===== config.mk =====
export PLATFORM = sky130hd
export DESIGN_NAME = fifo32_uart_tx
export DESIGN_NICKNAME = d
export VERILOG_FILES = /design/src/rtl/fifo32_uart_tx.sv
export SDC_FILE = /design/constraint.sdc
export NUM_CORES = 1
export LEC_CHECK = 0
export ABC_AREA = 1
export ABC_CLOCK_PERIOD_IN_PS = 2050
export CORE_ASPECT_RATIO = 0.7
export CORE_MARGIN = 2
export CORE_UTILIZATION = 50
export CTS_BUF_LIST = sky130_fd_sc_hd__clkbuf_8
export DETAILED_ROUTE_END_ITERATION = 10
export PLACE_DENSITY = 0.89
export SETUP_SLACK_MARGIN = 0.02
export SLEW_MARGIN = 30
export SYNTH_ARGS = -nofsm -noshare
export SYNTH_HDL_FRONTEND = slang
export SYNTH_SLANG_ARGS = --single-unit

===== constraint.sdc =====
create_clock -name clk -period 2.05 [get_ports clk]
set_clock_uncertainty 0.2 [all_clocks]
set_input_delay 0.3075 -clock clk [delete_from_list [all_inputs] [get_ports clk]]
set_output_delay 0.3075 -clock clk [all_outputs]
set_load 0.005 [all_outputs]

===== src/rtl/fifo32_uart_tx.sv =====
// -----------------------------------------------------------------------------
// fifo32_uart_tx
//
// Drain-side consumer for the 32-bit entropy FIFO. Whenever the block is
// enabled and the FIFO is not empty it pops one word. It then sends that word
// on the UART pin as four 8N1 frames: most-significant byte first, each byte
// LSB first. The FIFO uses a registered read, so the popped word is captured
// one cycle after the pop strobe (the LATCH state).
//
// Parameters:
//   CLKS_PER_BIT  clock cycles per UART bit (>= 2), e.g. 868 for 100 MHz/115200
//
// Ports:
//   clk           system clock, rising edge
//   rst           asynchronous, active-high reset
//   enable        allows a new word fetch; only looked at in IDLE
//   fifo_empty    FIFO empty flag; only looked at in IDLE
//   fifo_rd_en    FIFO pop strobe, one cycle per word
//   fifo_rd_data  FIFO read data, valid the cycle after fifo_rd_en
//   tx            UART serial line, idles high
//   busy          high from FETCH through the last stop bit of a word
//   words_sent    count of fully transmitted words, wraps at 16 bits
// -----------------------------------------------------------------------------
module fifo32_uart_tx #(
    parameter int CLKS_PER_BIT = 868
) (
    input  logic        clk,
    input  logic        rst,
    input  logic        enable,
    input  logic        fifo_empty,
    output logic        fifo_rd_en,
    input  logic [31:0] fifo_rd_data,
    output logic        tx,
    output logic        busy,
    output logic [15:0] words_sent
);

    // The baud counter runs 0..CLKS_PER_BIT-1, so $clog2 bits are enough.
    localparam int               CNT_W     = (CLKS_PER_BIT > 1) ? $clog2(CLKS_PER_BIT) : 1;
    localparam logic [CNT_W-1:0] BAUD_LAST = CNT_W'(CLKS_PER_BIT - 1);

    typedef enum logic [2:0] {
        IDLE,
        FETCH,
        LATCH,
        START,
        DATA,
        STOP
    } state_t;

    state_t           state;
    logic [31:0]      word;
    logic [1:0]       byte_idx;
    logic [2:0]       bit_idx;
    logic [CNT_W-1:0] baud_cnt;

    logic             baud_done;
    logic [2:0]       next_bit_idx;

    // The last cycle of the current bit period.
    assign baud_done    = (baud_cnt == BAUD_LAST);
    assign next_bit_idx = bit_idx + 3'd1;

    // Main transmitter state machine. All outputs are registers and are
    // updated on the same edge as the state, so tx always shows the level
    // that belongs to the state being entered. The bit that goes on the line
    // is word[{byte_idx, bit_idx}]. byte_idx counts down from 3, which sends
    // the most-significant byte first. bit_idx counts up, which sends each
    // byte LSB first.
    always_ff @(posedge clk or posedge rst) begin
        if (rst) begin
            state      <= IDLE;
            tx         <= 1'b1;
            fifo_rd_en <= 1'b0;
            busy       <= 1'b0;
            words_sent <= 16'd0;
            word       <= 32'd0;
            byte_idx   <= 2'd0;
            bit_idx    <= 3'd0;
            baud_cnt   <= '0;
        end else begin
            case (state)
                IDLE: begin
                    tx         <= 1'b1;
                    busy       <= 1'b0;
                    fifo_rd_en <= 1'b0;
                    if (enable && !fifo_empty) begin
                        fifo_rd_en <= 1'b1;
                        busy       <= 1'b1;
                        state      <= FETCH;
                    end
                end

                // The pop strobe was raised on entry, so it is high for
                // exactly this one cycle.
                FETCH: begin
                    fifo_rd_en <= 1'b0;
                    state      <= LATCH;
                end

                // The FIFO read data is valid now, one cycle after the pop.
                // Capture it and start the first frame at once.
                LATCH: begin
                    word     <= fifo_rd_data;
                    byte_idx <= 2'd3;
                    bit_idx  <= 3'd0;
                    baud_cnt <= '0;
                    tx       <= 1'b0;
                    state    <= START;
                end

                START: begin
                    if (baud_done) begin
                        baud_cnt <= '0;
                        bit_idx  <= 3'd0;
                        tx       <= word[{byte_idx, 3'd0}];
                        state    <= DATA;
                    end else begin
                        baud_cnt <= baud_cnt + 1'b1;
                    end
                end

                DATA: begin
                    if (baud_done) begin
                        baud_cnt <= '0;
                        if (bit_idx == 3'd7) begin
                            tx    <= 1'b1;
                            state <= STOP;
                        end else begin
                            bit_idx <= next_bit_idx;
                            tx      <= word[{byte_idx, next_bit_idx}];
                        end
                    end else begin
                        baud_cnt <= baud_cnt + 1'b1;
                    end
                end

                // Bytes of one word are sent back to back with no idle time.
                // The word is counted only after its last stop bit.
                STOP: begin
                    if (baud_done) begin
                        baud_cnt <= '0;
                        if (byte_idx != 2'd0) begin
                            byte_idx <= byte_idx - 2'd1;
                            tx       <= 1'b0;
                            state    <= START;
                        end else begin
                            words_sent <= words_sent + 16'd1;
                            busy       <= 1'b0;
                            state      <= IDLE;
                        end
                    end else begin
                        baud_cnt <= baud_cnt + 1'b1;
                    end
                end

                default: begin
                    tx         <= 1'b1;
                    busy       <= 1'b0;
                    fifo_rd_en <= 1'b0;
                    state      <= IDLE;
                end
            endcase
        end
    end

    // Checks for simulation only: the pop strobe is a single-cycle pulse,
    // and the line is high and not busy whenever the machine is idle.
    assert property (@(posedge clk) disable iff (rst) fifo_rd_en |=> !fifo_rd_en);
    assert property (@(posedge clk) disable iff (rst) (state == IDLE) |-> (tx && !busy));

endmodule


==> run metrics, run 1 <==
status completed; Iteration-0 DRC Markers 360; Async SR Flop Fraction 100%; grt ovf 0; Rel. slew slack 71.6%; crit path cell chain ha_4, clkinvlp_4, buf_4, o211ai_1, nand3_1, nand3_1, nand2_1, nand2_1, nand3_1, nand2_1, a21oi_1; FMAX 517 MHz; routed vias/inst 5.31; hold slack 0.187 ns; EDFF count, synth 0; vias 3260; complex-gate fraction of the synthesized area 10.1%; Tot GR Track Use 23.5%; Synth Net Count 485; syn_area_per_cell 8.10 um^2; Worst setup EP type register; Crit Path Category register to register; clk sink count 69; die area 7900 um^2; DRC viols 0; CTS tree built; XOR/XNOR Fraction of Synth Area 3.90%; leakage 2.13 nW; multi-input logic area 1580 um^2; max-slew violations 0; HPWL Detailed 6020 um; post-DR wirelength/cell 14.5 um; Antenna Cells 0; period utilization 94.3%; mux contribution to synthesized area 0%; clock tree buffer depth 2; fillers 495; CTS Buf Count 9; Post-Synth Simple-Gate Area 27.1%; final worst setup slack 0.118 ns; vias in the first global route 3109; core area 6850 um^2; Mapped Area 3600 um^2; Hold Path Class primary input to asynchronous set/reset pin; Reg area 1730 um^2; Primary FF master, synth dfrtp_1; Worst-Margin Slew 0.422 ns; row count 25; Synth-to-Final Area Change 28.8%; Seq pwr share 49.2%; final setup vio count 0; htree depth 3; share of the yosys chip area belonging to registers 48.0%; post-synthesis adder-cell area fraction 1.74%; CP max FO 6; post-route ant nets 0; CP max stage delay 0.42 ns; Synth warnings 0; share of cells above drive strength 1 14.0%; nets@finish 556; Syn Inst Count 444; dpl cells 588; CP Data Arrival Time 2.03 ns; clock power share 45.2%; clk_lat worst skew 0.36 ns; Distinct cells, synth 41; Die X-Extent 105 um; worst path required time 2.14 ns; Worst VDD drop 434 uV; first-pass GRT wire length 14300 um; Layout Cells excl Fill 614; Die H 75.0 um; Slowest-stage cell, CP dfrtp_1; most common cell after layout, fill and taps aside nand2_1; Worst-path clk slew 0.08 ns; final hold violation count 0; I/O Pins 55; Setup TNS Final 0 ns; Tmin final 1.93 ns; GPL Wtd Cong 0.921; CTS Root Cell clkbuf_8; Tot Pwr 2.85 mW; largest family of logic cells by synthesized area simple AND/OR/NAND/NOR gates; crit path launch type register; initial antenna violation count 0; Logic pwr share 5.6%; leading cell types in the layout, fill and taps excluded nand2_1 (116), dfrtp_1 (67), inv_1 (55); #FFs+latches synth 69; Int Power 2.23 mW; Post-Route WL 8880 um; worst slack at placement 0.117 ns; max_cap viols 0; largest net degree at the start of global routing 70; DR pass1 iterations 5; PwrDens 616 nW/um^2; Net Sw Frac 21.9%; PortBufs 54; effective utilization at floorplan 52.5%; Psw 0.626 mW
[repair_timing]
item	CTS	global route
setup endpoints to repair	0	7
gates resized for setup	0	12
setup buffers	0	10
hold buffers	0	0
[cells in the mapped netlist, types with 7 or more instances]
master   number  area (um^2)
nand2_1     116          435
dfrtp_1      68         1700
inv_1        58          218
o21ai_0      39          195
nand3_1      36          180
nor2_1       20         75.1
a21oi_1      12         60.1
inv_2        10         37.5
xor2_1       10         87.6
nor3_1        8         40.0
nand4_1       7         43.8
[final timing paths]
path                                start        endpoint  slack (ns)  cells past startpoint
setup / recovery               bit_idx[1]              tx        0.12                     11
hold / removal                        rst   words_sent[0]        0.19                      3
setup reg to reg               bit_idx[1]              tx        0.12                     11
hold reg to reg            words_sent[15]  words_sent[15]        0.28                      1
max in group asynchronous             rst              tx        1.14                      3
min in group clk           words_sent[15]  words_sent[15]        0.28                      1
[state kept, by name (all words and copies together) (netlist names)]
signal,cells
word,32
busy,1
tx,1
state,3
baud_cnt,10
bit_idx,3
fifo_rd_en,1
byte_idx,2
words_sent,16
[cell type report]
class / count / area share (%)
clock inverter: 5 / 1.78
sequential: 69 / 37.3
timing repair buffer: 72 / 14.8
tap: 94 / 2.54
multi-input combinational: 293 / 34.2
inverter: 70 / 6.08
clock buffer: 11 / 3.27
[power by group through the flow]
stage / combinational [mW] / clock [mW] / sequential, mW
3_3_place_gp: 0.153 / 0 / 1.43
6_report: 0.160 / 1.29 / 1.40
2_1_floorplan: 0.0646 / 0 / 1.43
5_1_grt: 0.179 / 1.36 / 1.40
3_5_place_dp: 0.158 / 0 / 1.43
4_1_cts: 0.160 / 1.29 / 1.40
[per-layer routing]
metal / vias up / GRT usage (%) / part of all wire (%)
met4: 0 / 10.4 / 1.9
met1: 1537 / 30.5 / 44
met3: 17 / 5.80 / 6.4
li1: 1555 / - / -
met5: - / 0 / 0
met2: 151 / 38.3 / 48
[stage by stage]
step,util [%],area [um^2]
after global placement,62.3,4270
after floorplan,-,3600
final,67.6,4630
after global routing,67.6,4630
after detailed placement,62.3,4270
after CTS,65.7,4500
[critical path, delay by kind of cell, from the launching register on]
family	cells	cell delay, ns
and+or+nand+nor	6	0.46
buffers and inverters	2	0.33
AOI/OAI and AO/OA	2	0.16
DFF	1	0.42
adders and majority gates	1	0.30
[logic make-up after synthesis]
| kind of cell | Yosys count |
|---|---|
| AOI/OAI and AO/OA | 65 |
| adders and majority gates | 5 |
| DFF | 69 |
| and+or+nand+nor | 207 |
| buffers and inverters | 82 |
| xor gates and xnor gates | 16 |
(Power assumes the default switching activity.)
==> run 2: changes to the inputs <==
--- a/config.mk
+++ b/config.mk
@@ -14,7 +14,6 @@
 export DETAILED_ROUTE_END_ITERATION = 10
 export PLACE_DENSITY = 0.89
 export SETUP_SLACK_MARGIN = 0.02
-export SLEW_MARGIN = 30
 export SYNTH_ARGS = -nofsm -noshare
 export SYNTH_HDL_FRONTEND = slang
 export SYNTH_SLANG_ARGS = --single-unit
==> results of run 2 <==
Final layout, timing and power as in run 1 (identical DEF).
